### src/rtl/vend_pkg.sv
// ---------------------------------------------------------------------------
// vend_pkg : shared types and helpers for the N-product vending controller
// Revision : 1.0 - initial release
// ---------------------------------------------------------------------------
`default_nettype none

package vend_pkg;

    localparam int MONEY_W_DEF = 10;
    localparam int PRICE_VEC_W = 512;

    typedef enum logic [1:0] {
        IDLE     = 2'd0,
        DISPENSE = 2'd1,
        CHANGE   = 2'd2
    } state_e;

    // Extract entry idx of width w from a zero-extended flattened price table
    function automatic logic [31:0] price_at(input logic [PRICE_VEC_W-1:0] list,
                                             input int unsigned idx,
                                             input int unsigned w);
        logic [PRICE_VEC_W-1:0] mask;
        logic [PRICE_VEC_W-1:0] sh;
        mask = (PRICE_VEC_W'(1) << w) - PRICE_VEC_W'(1);
        sh   = (list >> (idx * w)) & mask;
        return sh[31:0];
    endfunction

endpackage

`default_nettype wire

### src/rtl/vend_credit_acc.sv
// ---------------------------------------------------------------------------
// vend_credit_acc : credit register with ceiling check and coin rejection
// Revision : 1.0 - initial release
// ---------------------------------------------------------------------------
`default_nettype none

module vend_credit_acc #(
    parameter int MONEY_W    = 10,
    parameter int MAX_CREDIT = 1000
) (
    input  logic               clk,
    input  logic               rst,
    input  logic               coin_valid_i,
    input  logic [MONEY_W-1:0] coin_val_i,
    input  logic               accept_en_i,
    input  logic               clear_i,
    output logic [MONEY_W-1:0] credit_o,
    output logic               coin_rej_o
);

    logic [MONEY_W-1:0] credit_q;
    logic               coin_rej_q;
    logic [MONEY_W:0]   w_sum;
    logic               w_fits;
    logic               w_take;

    // One extra bit so an overflowing sum still compares correctly
    assign w_sum  = {1'b0, credit_q} + {1'b0, coin_val_i};
    assign w_fits = (w_sum <= (MONEY_W+1)'(MAX_CREDIT));
    assign w_take = coin_valid_i && accept_en_i && w_fits;

    always_ff @(posedge clk) begin
        if (rst) begin
            credit_q   <= '0;
            coin_rej_q <= 1'b0;
        end else begin
            coin_rej_q <= coin_valid_i && !w_take;
            if (clear_i) begin
                credit_q <= '0;
            end else if (w_take) begin
                credit_q <= w_sum[MONEY_W-1:0];
            end
        end
    end

    assign credit_o   = credit_q;
    assign coin_rej_o = coin_rej_q;

endmodule

`default_nettype wire

### src/rtl/vend_ctrl_n.sv
// ---------------------------------------------------------------------------
// vend_ctrl_n : N-product vending controller (FSM, dispense timer, stock)
// Optional feature: VEND_STOCK_EN adds per-product stock counters and sold_out
// Revision : 1.0 - initial release
// ---------------------------------------------------------------------------
`default_nettype none

module vend_ctrl_n
    import vend_pkg::*;
#(
    parameter int                          NUM_BEV      = 4,
    parameter int                          MONEY_W      = MONEY_W_DEF,
    parameter logic [NUM_BEV*MONEY_W-1:0]  PRICE_LIST   = {10'd310, 10'd175, 10'd220, 10'd125},
    parameter int                          MAX_CREDIT   = 1000,
    parameter int                          DISPENSE_CYC = 4,
    parameter int                          STOCK_W      = 4,
    parameter int                          STOCK_INIT   = 10,
    localparam int                         IDX_W        = (NUM_BEV > 1) ? $clog2(NUM_BEV) : 1
) (
    input  logic               clk,
    input  logic               rst,
    input  logic               coin_valid,
    input  logic [MONEY_W-1:0] coin_val,
    output logic               coin_rej,
    input  logic               sel_valid,
    input  logic [IDX_W-1:0]   sel_idx,
    input  logic               cancel,
    output logic [NUM_BEV-1:0] dispense,
    output logic               change_valid,
    output logic [MONEY_W-1:0] change_amt,
    output logic [MONEY_W-1:0] credit,
    output logic               busy,
    output logic               err_short,
`ifdef VEND_STOCK_EN
    output logic [NUM_BEV-1:0] sold_out,
`endif
    output logic               err_sel
);

    localparam int TMR_W = $clog2(DISPENSE_CYC) + 1;
    localparam logic [PRICE_VEC_W-1:0] PRICE_EXT = PRICE_VEC_W'(PRICE_LIST);

    state_e             state_q;
    logic [NUM_BEV-1:0] dispense_q;
    logic [MONEY_W-1:0] change_amt_q;
    logic               change_valid_q;
    logic               busy_q;
    logic               err_short_q;
    logic               err_sel_q;
    logic [TMR_W-1:0]   timer_q;

    logic [MONEY_W-1:0] w_credit;
    logic [MONEY_W-1:0] w_price;
    logic               w_idle;
    logic               w_idx_ok;
    logic               w_sel_soldout;
    logic               w_sel_req;
    logic               w_sel_accept;
    logic               w_refund;
    logic               w_disp_end;
    logic               w_credit_clr;
    logic               w_coin_en;

    assign w_idle     = (state_q == IDLE);
    assign w_idx_ok   = (32'(sel_idx) < NUM_BEV);
    assign w_price    = MONEY_W'(price_at(PRICE_EXT, 32'(sel_idx), MONEY_W));

    // cancel outranks a selection, which outranks a coin
    assign w_sel_req    = w_idle && !cancel && sel_valid;
    assign w_sel_accept = w_sel_req && w_idx_ok && !w_sel_soldout && (w_price <= w_credit);
    assign w_refund     = w_idle && cancel && (w_credit != '0);
    assign w_disp_end   = (state_q == DISPENSE) && (timer_q == '0);
    assign w_credit_clr = w_refund || w_disp_end;
    assign w_coin_en    = w_idle && !cancel && !w_sel_accept;

    vend_credit_acc #(
        .MONEY_W    (MONEY_W),
        .MAX_CREDIT (MAX_CREDIT)
    ) u_credit (
        .clk          (clk),
        .rst          (rst),
        .coin_valid_i (coin_valid),
        .coin_val_i   (coin_val),
        .accept_en_i  (w_coin_en),
        .clear_i      (w_credit_clr),
        .credit_o     (w_credit),
        .coin_rej_o   (coin_rej)
    );

    always_ff @(posedge clk) begin
        if (rst) begin
            state_q        <= IDLE;
            dispense_q     <= '0;
            change_amt_q   <= '0;
            change_valid_q <= 1'b0;
            busy_q         <= 1'b0;
            err_short_q    <= 1'b0;
            err_sel_q      <= 1'b0;
            timer_q        <= '0;
        end else begin
            change_valid_q <= 1'b0;
            err_short_q    <= 1'b0;
            err_sel_q      <= 1'b0;
            case (state_q)
                IDLE: begin
                    if (w_refund) begin
                        state_q        <= CHANGE;
                        change_amt_q   <= w_credit;
                        change_valid_q <= 1'b1;
                        busy_q         <= 1'b1;
                    end else if (w_sel_req) begin
                        if (!w_idx_ok) begin
                            err_sel_q <= 1'b1;
                        end else if (!w_sel_accept) begin
                            err_short_q <= 1'b1;
                        end else begin
                            state_q      <= DISPENSE;
                            dispense_q   <= NUM_BEV'(1) << sel_idx;
                            change_amt_q <= w_credit - w_price;
                            timer_q      <= TMR_W'(DISPENSE_CYC - 1);
                            busy_q       <= 1'b1;
                        end
                    end
                end
                DISPENSE: begin
                    if (w_disp_end) begin
                        state_q        <= CHANGE;
                        dispense_q     <= '0;
                        change_valid_q <= 1'b1;
                    end else begin
                        timer_q <= timer_q - TMR_W'(1);
                    end
                end
                CHANGE: begin
                    state_q <= IDLE;
                    busy_q  <= 1'b0;
                end
                default: begin
                    state_q    <= IDLE;
                    dispense_q <= '0;
                    busy_q     <= 1'b0;
                end
            endcase
        end
    end

`ifdef VEND_STOCK_EN
    logic [STOCK_W-1:0] stock_q [NUM_BEV];

    // A product can only be accepted while its counter is non-zero, so no wrap
    always_ff @(posedge clk) begin
        if (rst) begin
            for (int i = 0; i < NUM_BEV; i++) begin
                stock_q[i] <= STOCK_W'(STOCK_INIT);
            end
        end else if (w_sel_accept) begin
            stock_q[sel_idx] <= stock_q[sel_idx] - STOCK_W'(1);
        end
    end

    assign w_sel_soldout = w_idx_ok && (stock_q[sel_idx] == '0);

    for (genvar g = 0; g < NUM_BEV; g++) begin : g_sold_out
        assign sold_out[g] = (stock_q[g] == '0);
    end
`else
    assign w_sel_soldout = 1'b0;
`endif

    assign dispense     = dispense_q;
    assign change_valid = change_valid_q;
    assign change_amt   = change_amt_q;
    assign credit       = w_credit;
    assign busy         = busy_q;
    assign err_short    = err_short_q;
    assign err_sel      = err_sel_q;

endmodule

`default_nettype wire

### config.mk
export PLATFORM = sky130hd
export DESIGN_NAME = vend_ctrl_n
export DESIGN_NICKNAME = d
export VERILOG_FILES = /design/src/rtl/vend_pkg.sv /design/src/rtl/vend_credit_acc.sv /design/src/rtl/vend_ctrl_n.sv
export SDC_FILE = /design/constraint.sdc
export NUM_CORES = 1
export LEC_CHECK = 0
export ABC_AREA = 0
export CAP_MARGIN = 20
export CORE_ASPECT_RATIO = 2
export CORE_MARGIN = 1.5
export CORE_UTILIZATION = 54
export CTS_BUF_LIST = sky130_fd_sc_hd__clkbuf_4 sky130_fd_sc_hd__clkbuf_8
export CTS_CLUSTER_SIZE = 12
export DETAILED_ROUTE_END_ITERATION = 12
export MAX_ROUTING_LAYER = met4
export PLACE_DENSITY = 0.82
export REMOVE_ABC_BUFFERS = 1
export SLEW_MARGIN = 15
export SYNTH_ARGS = -nofsm -noshare
export SYNTH_HDL_FRONTEND = slang
export SYNTH_SLANG_ARGS = --single-unit
### constraint.sdc
create_clock -name clk -period 5.3 [get_ports clk]
set_clock_uncertainty 0.2 [all_clocks]
set_input_delay 1.59 -clock clk [delete_from_list [all_inputs] [get_ports clk]]
set_output_delay 1.59 -clock clk [all_outputs]
set_load 0.05 [all_outputs]
==> results.yml, run 1 <==
clock_network:
  cts-htree-levels: 2
  clock_sinks: 33
  insertion_delay_ps: 290
  clockBufferDepth: 2
  cts_made_buffers: 5
  cts_tree: "done"
  cts_resized: 0
  clockRootBuffer: "clkbuf_8"
  post-cts-setup-buffers: 0
  path_clk_slew_ps: 70
  holdBufCountCts: 0
detailed_routing:
  drtAntennaViolNets: 0
  wl_per_cell_um: 16.9
  initialDrtViolationCount: 44
  vias: 2380
  routed_wl_um: 6650
  via_per_inst: 6.04
  drt_pre_antenna_iters: 4
  drc: 0
logic_synthesis:
  yosysTopAreaCellShare_pct: 27.0
  synth_area_leader_cell: "dfxtp_1"
  async_reset_ff_share_pct: 0
  synth-main-ff-cell: "dfxtp_1"
  avgSynthCellArea_um2: 8.21
  ys_ff_latch: 33
  synth.cell_area_mm2: 0.00245
  synth_edf_count: 0
  ys_top_cells_by_area: "dfxtp_1, ha_1, a21oi_1, a211oi_1, nand2_1"
  seq_area_frac_synth_pct: 27.0
  yosysWarnings: 0
  postSynthCellCount: 298
  ys_types: 56
sta:
  finalCritPeriodShare_pct: 94.9
  setup_viol: 0
  finalCriticalPeriod_ps: 5030
  fmax_mhz: 199
  hold_viol: 0
  relSlewSlack_pct: 58.5
  tns_ps: 0
  grt_setup_unrepaired: "no"
  maxSlewViolCount: 0
  tightestPinTransition_ps: 621
die:
  fp-row-count: 34
  die_area_mm2: 0.00497
  initial_core_util_pct: 56.4
  die_w_um: 50.6
  dieHeight_um: 98.2
  fp.coreArea_mm2: 0.00434
  pin_count: 46
critical_path:
  rr_worst_depth: 10
  critical_path_buf_inv_count: 3
  cp.required_ps: 5270
  path_cells: "clkdlybuf4s50_1, inv_1, ha_1, or2_2, ha_1, inv_1, fa_1, a31o_2, a221o_1, a31o_1, or3_4, nor2_1, a211oi_1"
  crit_type: "in2reg"
  startpoint_type: "primary input"
  crit_path_end_kind: "flop"
  reg2reg_slack_ps: 1790
  cp-startpoint: "sel_idx[1]"
  arrival_ps: 5000
  crit_family: "compound AO/OA/AOI/OAI gates"
  worst_path_largest_cell_delay_ps: 520
  crit_end: "u_credit.credit_o[1]"
  slowest_stage: "clkdlybuf4s50_1"
  critical_path_peak_fanout: 9
  cp.depth: 13
  reg2reg_to: "u_credit.credit_o[0]"
  timing.rr.start: "u_credit.credit_o[0]"
global_routing:
  grtUsageTotal_pct: 29.2
  grt_pass1_wl_um: 11000
  grt_max_degree: 26
  overflow: 0
  grt_use_met1_pct: 26.7
  grt_pass1_vias: 2430
  grt_busiest_layer: "met2"
  antenna_found_initial: 0
  grtUsageMet2_pct: 55.7
  grt_use_met3_pct: 3.52
status:
  outcome: "finished clean"
pwr:
  p_leak_nw: 1.22
  p_per_area_mw_per_mm2: 381
  ir_drop_mv: 0.255
placed_design:
  gp_congestion: 0.920
  hpwl_um: 5240
  place_area_mm2: 0.00291
  numPortBuffers: 44
cells_and_area:
  drive_gt1_share_pct: 6.47
  area_growth_pct: 22.5
  fin_nets: 384
  n_antenna_cell: 0
  postLayoutCellArea_mm2: 0.00300
run:
  max_cap_violations: 0
hold_path:
  min_path_type: "reg2reg"
[synthesized netlist by cell type, types with 4 or more instances]
cell type   n
a211oi_1   12
a21o_1      6
a21oi_1    22
a31o_1      4
and4_1      4
clkbuf_1    8
dfxtp_1    33
ha_1       26
inv_1      15
nand2_1    23
nand2b_1    4
nand3_1    11
nor2_1     22
nor3_1     10
nor4_1      5
o21a_1      4
o21ai_0    16
or2_2       4
xnor2_1     8
xor2_1      5
[final cells by class]
cell class                 instances  area [um2]
clock buffer                       5        68.8
clock inverter                     3        17.5
fill                             378        1340
inverter                          15        56.3
multi-input combinational        236        1660
sequential                        33         661
tap                               54        67.6
timing repair buffer              48         470
[how the worst min path moves through the flow]
stage	start	end	slack (ps)	depth (start not counted)
floorplan	timer_q[0]	timer_q[0]	230	1
global placement	dispense[1]	dispense[1]	240	2
detailed placement	dispense[3]	dispense[3]	250	2
CTS	dispense[3]	dispense[3]	260	2
global route	dispense[2]	dispense[2]	280	2
finish	dispense[3]	dispense[3]	250	2
[cells in the final DEF (no fill, tap or decap), drive strengths merged, types with 6 or more instances in the layout]
cell type      count
nor3              11
nand2             23
clkdlybuf4s50     44
a211oi            12
ha                26
nand3             11
nor2              22
a21o               6
dfxtp             33
inv               15
xnor2              8
a21oi             22
o21ai             16
[worst reg2reg max path: stages (launching register included)]
cell and delay [ps]:
dfxtp_1 460, ha_1 260, inv_1 70, fa_1 380, nand2b_1 180, a211oi_1 460, o22ai_1 270, nor3_1 400
o2111a_1 380, nor2_1 140, o31ai_1 230
[logic make-up (layout without fill, tap and decap cells)]
kind of cell | count (synthesis) | count (layout) | synth area share (%)
DFF | 33 | 33 | 27.0
xor gates and xnor gates | 13 | 13 | 4.65
buffers and inverters | 29 | 71 | 5.32
AOI/OAI and AO/OA | 89 | 89 | 24.7
muxes | 4 | 4 | 1.69
adders and majority gates | 28 | 28 | 14.9
other | 1 | 1 | 0.153
and+or+nand+nor | 101 | 101 | 21.6
[registers in the layout, summed over array words and instances, names as in the netlist, 2 cells and up]
register           count
state_q                2
timer_q                3
dispense               4
change_amt            10
u_credit.credit_o     10
[report_power, final]
part / leakage (nW) / switching [mW] / internal [mW]
logic: 0.906 / 0.387 / 0.224
clock network: 0.0439 / 0.0999 / 0.0906
registers: 0.269 / 0.0462 / 0.294
total: 1.22 / 0.533 / 0.609
[per-stage QoR]
step	power (mW)	hold WS [ps]	cells	setup slack, ps	utilization [%]
final	1.14	254	394	271	69.1
after global routing	1.20	276	394	116	69.1
after CTS	1.14	259	394	294	69.1
after detailed placement	0.953	248	386	27.5	67.1
after global placement	0.943	237	386	115	67.1
after floorplan	0.761	232	284	629	-
[per-layer routing]
layer  routed length, um  vias to the layer above
met4                 282                        0
met1                2400                     1125
met5                   0                        -
met3                 172                       21
met2                3800                       60
li1                    -                     1174
No activity file was read; power rests on OpenSTA's default activity.
==> inputs of run 2 (changes only) <==
--- a/config.mk
+++ b/config.mk
@@ -5,16 +5,16 @@
 export SDC_FILE = /design/constraint.sdc
 export NUM_CORES = 1
 export LEC_CHECK = 0
-export ABC_AREA = 0
+export ABC_AREA = 1
 export CAP_MARGIN = 20
 export CORE_ASPECT_RATIO = 2
 export CORE_MARGIN = 1.5
-export CORE_UTILIZATION = 54
+export CORE_UTILIZATION = 55
 export CTS_BUF_LIST = sky130_fd_sc_hd__clkbuf_4 sky130_fd_sc_hd__clkbuf_8
 export CTS_CLUSTER_SIZE = 12
 export DETAILED_ROUTE_END_ITERATION = 12
 export MAX_ROUTING_LAYER = met4
-export PLACE_DENSITY = 0.82
+export PLACE_DENSITY = 0.83
 export REMOVE_ABC_BUFFERS = 1
 export SLEW_MARGIN = 15
 export SYNTH_ARGS = -nofsm -noshare
==> results.yml, run 2 <==
sta:
  tightestPinTransition_ps: 502
  tns_ps: 0
  hold_viol: 0
  finalCritPeriodShare_pct: 89.4
  grt_setup_unrepaired: "no"
  maxSlewViolCount: 0
  finalCriticalPeriod_ps: 4740
  fmax_mhz: 211
  relSlewSlack_pct: 66.4
  setup_viol: 0
hold_path:
  min_path_type: "reg2reg"
  hp-start: "timer_q[2]"
pwr:
  intPower_uw: 705
  ir_drop_mv: 0.309
  power_frac_clock_pct: 13.1
  p_leak_nw: 1.53
  p_sw_share_pct: 51.8
  power_frac_seq_pct: 25.7
  power_switching_uw: 758
  p_comb_share_pct: 61.2
  p_per_area_mw_per_mm2: 475
cells_and_area:
  area_growth_pct: 21.4
  final_cell_mix: "nand2_1, inv_1, clkdlybuf4s50_1, nor2_1, dfxtp_1"
  fin_nets: 467
  drive_gt1_share_pct: 8.04
  postLayoutCellArea_mm2: 0.00308
  n_antenna_cell: 0
  mostFrequentLayoutCell: "nand2_1"
  filler_cell_count: 412
critical_path:
  crit_top_cell: "nand2_2"
  startpoint_type: "primary input"
  slowest_stage: "clkdlybuf4s50_1"
  cp.required_ps: 5330
  crit_type: "in2reg"
  crit_path_end_kind: "flop"
  critical_path_peak_fanout: 11
  worst_path_largest_cell_delay_ps: 500
  timing.rr.start: "u_credit.credit_o[0]"
  cp-startpoint: "sel_idx[1]"
  critical_path_buf_inv_count: 4
  crit_family: "simple AND/OR/NAND/NOR gates"
  path_cells: "clkdlybuf4s50_1, inv_1, ha_1, or2_2, ha_1, inv_1, fa_1, inv_1, o21ai_2, nand2_1, nand3_2, nand2_2, nand2_2, nand2_4, nand2_2, nor2_2, nand2_2, nand2_1, nand2_1, nor2_1"
  arrival_ps: 4770
die:
  fp-row-count: 34
  die_area_mm2: 0.00506
  initial_core_util_pct: 57.9
  pin_count: 46
  die_w_um: 51.0
  fp.coreArea_mm2: 0.00438
  dieHeight_um: 99.1
detailed_routing:
  vias: 2565
  wl_met1_um: 2400
  routed_wl_um: 6670
  met2_wirelength_um: 3920
  top_layer_used: "met4"
  drt_pre_antenna_iters: 4
  drtAntennaViolNets: 0
  wl_per_cell_um: 14.0
  via_per_inst: 5.38
  wl_met3_um: 134
  drc: 0
  initialDrtViolationCount: 67
logic_synthesis:
  synth.cell_area_mm2: 0.00254
  ys_types: 38
  avgSynthCellArea_um2: 6.72
  synth_compound_area_share_pct: 12.1
  yosysWarnings: 0
  yosys-top-cells-count: "nand2_1, inv_1, nor2_1"
  synth_area_leader_cell: "dfxtp_1"
  synth-xor-area-share_pct: 1.72
  muxShareOfSynthArea_pct: 0
  seq_area_frac_synth_pct: 26.0
  synth_edf_count: 0
  postSynthCellCount: 378
  ys_top_cells_by_area: "dfxtp_1, nand2_1, ha_1, inv_1, nor2_1"
  synth_top_family_by_area: "simple AND/OR/NAND/NOR gates"
  synth-simple-area-share_pct: 35.2
  yosysTopAreaCellShare_pct: 26.0
  ys_ff_latch: 33
  synthAdderAreaFrac_pct: 14.4
  async_reset_ff_share_pct: 0
  synth-main-ff-cell: "dfxtp_1"
  yosysMostFrequentCell: "nand2_1"
clock_network:
  post-cts-setup-buffers: 0
  insertion_delay_ps: 290
  cts_tree: "done"
  clockRootBuffer: "clkbuf_8"
  cts_resized: 0
  path_clk_slew_ps: 70
  cts-htree-levels: 2
  clockBufferDepth: 2
  holdBufCountCts: 0
  clock_sinks: 33
  cts_made_buffers: 5
global_routing:
  overflow: 0
  grt_pass1_wl_um: 11000
  grt_max_degree: 20
  grt_pass1_vias: 2536
  antenna_found_initial: 0
  grtUsageTotal_pct: 29.0
status:
  outcome: "finished clean"
placed_design:
  gp_congestion: 0.940
  hpwl_um: 5380
  numPortBuffers: 44
  place_area_mm2: 0.00300
run:
  max_cap_violations: 0
-- run 2: cell types whose count changed after synthesis, sizes merged, moves of 7 or more --
cell    before  now
clkbuf       9    2
nand3       11   29
nand2       23  102
nor2        22   41
inv         15   55
a211oi      12    2
nor3        11    4
-- run 2: cell families (layout without fill, tap and decap cells) --
kind of cell,Yosys count,after routing
AOI/OAI and AO/OA,54,54
xor gates and xnor gates,5,5
adders and majority gates,28,28
buffers and inverters,63,108
DFF,33,33
other,1,1
and+or+nand+nor,194,194
-- run 2: final timing paths --
| path | cells after the start | endpoint | slack, ps |
|---|---|---|---|
| worst max-delay path | 20 | u_credit.credit_o[8] | 560 |
| worst min-delay path | 2 | timer_q[2] | 270 |
| worst max register to register | 15 | u_credit.credit_o[8] | 2370 |
| worst min register to register | 2 | timer_q[2] | 270 |
-- run 2: metrics by stage --
step                cells  utilization, %  setup WS [ps]  hold slack [ps]  total power, mW
floorplan             370               -           1240              235             1.01
global placement      469            68.4            440              250             1.26
detailed placement    469            68.4            293              254             1.27
CTS                   477            70.4            568              265             1.46
global route          477            70.4            165              293             1.56
finish                477            70.4            562              269             1.46
-- run 2: power groups by stage --
stage / clock (mW) / sequential [mW] / combinational, mW
floorplan: 0 / 0.592 / 0.417
global placement: 0 / 0.379 / 0.879
detailed placement: 0 / 0.382 / 0.891
CTS: 0.193 / 0.377 / 0.894
global route: 0.201 / 0.386 / 0.976
finish: 0.191 / 0.377 / 0.895
-- run 2: routing by layer --
layer,vias to the layer above,global-route usage [%]
met5,-,-
met4,0,13.9
met3,17,2.88
met2,51,56.6
met1,1186,26.0
li1,1311,-
-- run 2: cell type report --
cell class	instances	area, um2	area share (%)
multi-input combinational	282	1610	52.4
timing repair buffer	45	448	14.5
clock buffer	5	68.8	2.23
inverter	55	206	6.70
tap	54	67.6	2.19
clock inverter	3	17.5	0.568
sequential	33	661	21.4
-- run 2: worst reg2reg max path, cell delays in order, from the launching register on --
cell and delay, ps:
dfxtp_1 410, ha_1 300, inv_1 80, fa_1 390, inv_1 90, nand3_1 80, nand2_1 150, nand4_1 120
nand2_1 100, nand2_1 50, nand2_1 90, nand4_2 270, nand2_2 300, nand2_1 90, nand2_1 60, nor2_1 40
==> inputs of run 3 (changes only) <==
--- a/config.mk
+++ b/config.mk
@@ -5,16 +5,14 @@
 export SDC_FILE = /design/constraint.sdc
 export NUM_CORES = 1
 export LEC_CHECK = 0
-export ABC_AREA = 1
 export CAP_MARGIN = 20
 export CORE_ASPECT_RATIO = 2
-export CORE_MARGIN = 1.5
-export CORE_UTILIZATION = 55
+export CORE_UTILIZATION = 54
 export CTS_BUF_LIST = sky130_fd_sc_hd__clkbuf_4 sky130_fd_sc_hd__clkbuf_8
 export CTS_CLUSTER_SIZE = 12
 export DETAILED_ROUTE_END_ITERATION = 12
 export MAX_ROUTING_LAYER = met4
-export PLACE_DENSITY = 0.83
+export PLACE_DENSITY = 0.82
 export REMOVE_ABC_BUFFERS = 1
 export SLEW_MARGIN = 15
 export SYNTH_ARGS = -nofsm -noshare
==> constraint.sdc (replaced) <==
create_clock -name clk -period 5.3 [get_ports clk]
set_clock_uncertainty 0.2 [all_clocks]
set_input_delay 1.06 -clock clk [delete_from_list [all_inputs] [get_ports clk]]
set_output_delay 1.06 -clock clk [all_outputs]
set_load 0.05 [all_outputs]
==> results.yml, run 3 (synthesis gave the netlist of run 1 again) <==
clock_network:
  cts-htree-levels: 2
  holdBufCountCts: 0
  post-cts-setup-buffers: 0
  cts_tree: "done"
  cts_resized: 0
  cts_made_buffers: 5
  clock_sinks: 33
  clockBufferDepth: 2
  path_clk_slew_ps: 70
  insertion_delay_ps: 290
  clockRootBuffer: "clkbuf_8"
sta:
  finalCritPeriodShare_pct: 86.2
  fmax_mhz: 219
  grt_setup_unrepaired: "no"
  maxSlewViolCount: 0
  tns_ps: 0
  relSlewSlack_pct: 59.5
  tightestPinTransition_ps: 607
  setup_viol: 0
  hold_viol: 0
  finalCriticalPeriod_ps: 4570
critical_path:
  slowest_stage: "clkdlybuf4s50_1"
  critical_path_buf_inv_count: 3
  path_cells: "clkdlybuf4s50_1, inv_1, ha_1, or2_2, ha_1, inv_1, fa_1, a31o_2, a221o_1, a31o_1, or3_4, nor4_1, a31o_1"
  worst_path_largest_cell_delay_ps: 510
  crit_family: "compound AO/OA/AOI/OAI gates"
  crit_path_end_kind: "flop"
  cp.required_ps: 5330
  crit_type: "in2reg"
  critical_path_peak_fanout: 9
  arrival_ps: 4600
  startpoint_type: "primary input"
global_routing:
  grt_max_degree: 26
  grtUsageTotal_pct: 28.9
  overflow: 0
  grt_pass1_vias: 2415
  antenna_found_initial: 0
  grt_pass1_wl_um: 10700
die:
  pin_count: 46
  fp.coreArea_mm2: 0.00434
  fp-row-count: 34
  initial_core_util_pct: 56.4
  die_area_mm2: 0.00482
  die_w_um: 49.6
  dieHeight_um: 97.2
hold_path:
  min_path_type: "reg2reg"
pwr:
  p_leak_nw: 1.21
  p_per_area_mw_per_mm2: 380
  ir_drop_mv: 0.215
detailed_routing:
  via_per_inst: 6.21
  vias: 2441
  wl_per_cell_um: 16.8
  routed_wl_um: 6600
  drtAntennaViolNets: 0
  drt_pre_antenna_iters: 4
  drc: 0
  initialDrtViolationCount: 54
placed_design:
  hpwl_um: 5030
  place_area_mm2: 0.00290
  numPortBuffers: 44
  gp_congestion: 0.982
cells_and_area:
  fin_nets: 383
  filler_cell_count: 396
  postLayoutCellArea_mm2: 0.00299
  area_growth_pct: 22.2
  n_antenna_cell: 0
  drive_gt1_share_pct: 6.19
  final_cell_mix: "clkdlybuf4s50_1, dfxtp_1, ha_1, nand2_1"
  mostFrequentLayoutCell: "clkdlybuf4s50_1"
run:
  max_cap_violations: 0
status:
  outcome: "finished clean"
-- run 3: changes by cell type in the layout (fill, tap and decap cells not counted), sizes merged, moves of 6 or more --
cell    previous run  this run
a211oi             2        12
a21o               0         6
inv               55        15
nand2            102        23
nand3             29        11
nand4              8         2
nor2              41        22
nor3               4        11
xnor2              2         8
-- run 3: final timing paths --
path	startpoint	to	slack (ps)	cells after the start
max	sel_idx[1]	u_credit.credit_o[4]	730	13
min	dispense[2]	dispense[2]	260	2
max reg2reg	u_credit.credit_o[0]	u_credit.credit_o[1]	1820	10
min reg2reg	dispense[2]	dispense[2]	260	2
-- run 3: layout make-up --
cell class              instances  area [um2]  share of cell area (%)
well taps                      54        67.6                    2.26
flip-flops and latches         33         661                    22.1
inverters                      15        56.3                    1.88
repair buffers                 47         463                    15.5
clock buffers                   5        68.8                    2.30
clock inverters                 3        17.5                   0.586
multi-input cells             236        1660                    55.4
-- run 3: report_power, final --
group | leakage [nW] | internal [mW] | switching (mW)
registers | 0.269 | 0.294 | 0.0470
logic | 0.900 | 0.223 | 0.386
clock network | 0.0439 | 0.0905 | 0.0970
-- run 3: metal layers --
layer | vias up | GRT usage, % | routed length, um
met5 | - | - | 0
met4 | 0 | 16.0 | 285
met3 | 29 | 3.13 | 242
met2 | 84 | 54.4 | 3780
met1 | 1148 | 26.8 | 2300
li1 | 1180 | - | -
-- run 3: stage by stage --
| step | cells | utilization (%) | total power [mW] | worst slack, ps | hold slack [ps] |
|---|---|---|---|---|---|
| 6_report | 393 | 68.9 | 1.14 | 731 | 257 |
| 3_3_place_gp | 385 | 66.9 | 0.936 | 637 | 237 |
| 5_1_grt | 393 | 68.9 | 1.19 | 593 | 284 |
| 3_5_place_dp | 385 | 66.9 | 0.946 | 512 | 248 |
| 2_1_floorplan | 284 | - | 0.761 | 1160 | 232 |
| 4_1_cts | 393 | 68.9 | 1.13 | 798 | 257 |
-- run 3: worst min-delay path, delay by kind of cell, from the launching register on --
family | cells | cell delay (ps)
flops | 1 | 310
simple gates | 1 | 50
compound gates | 1 | 50
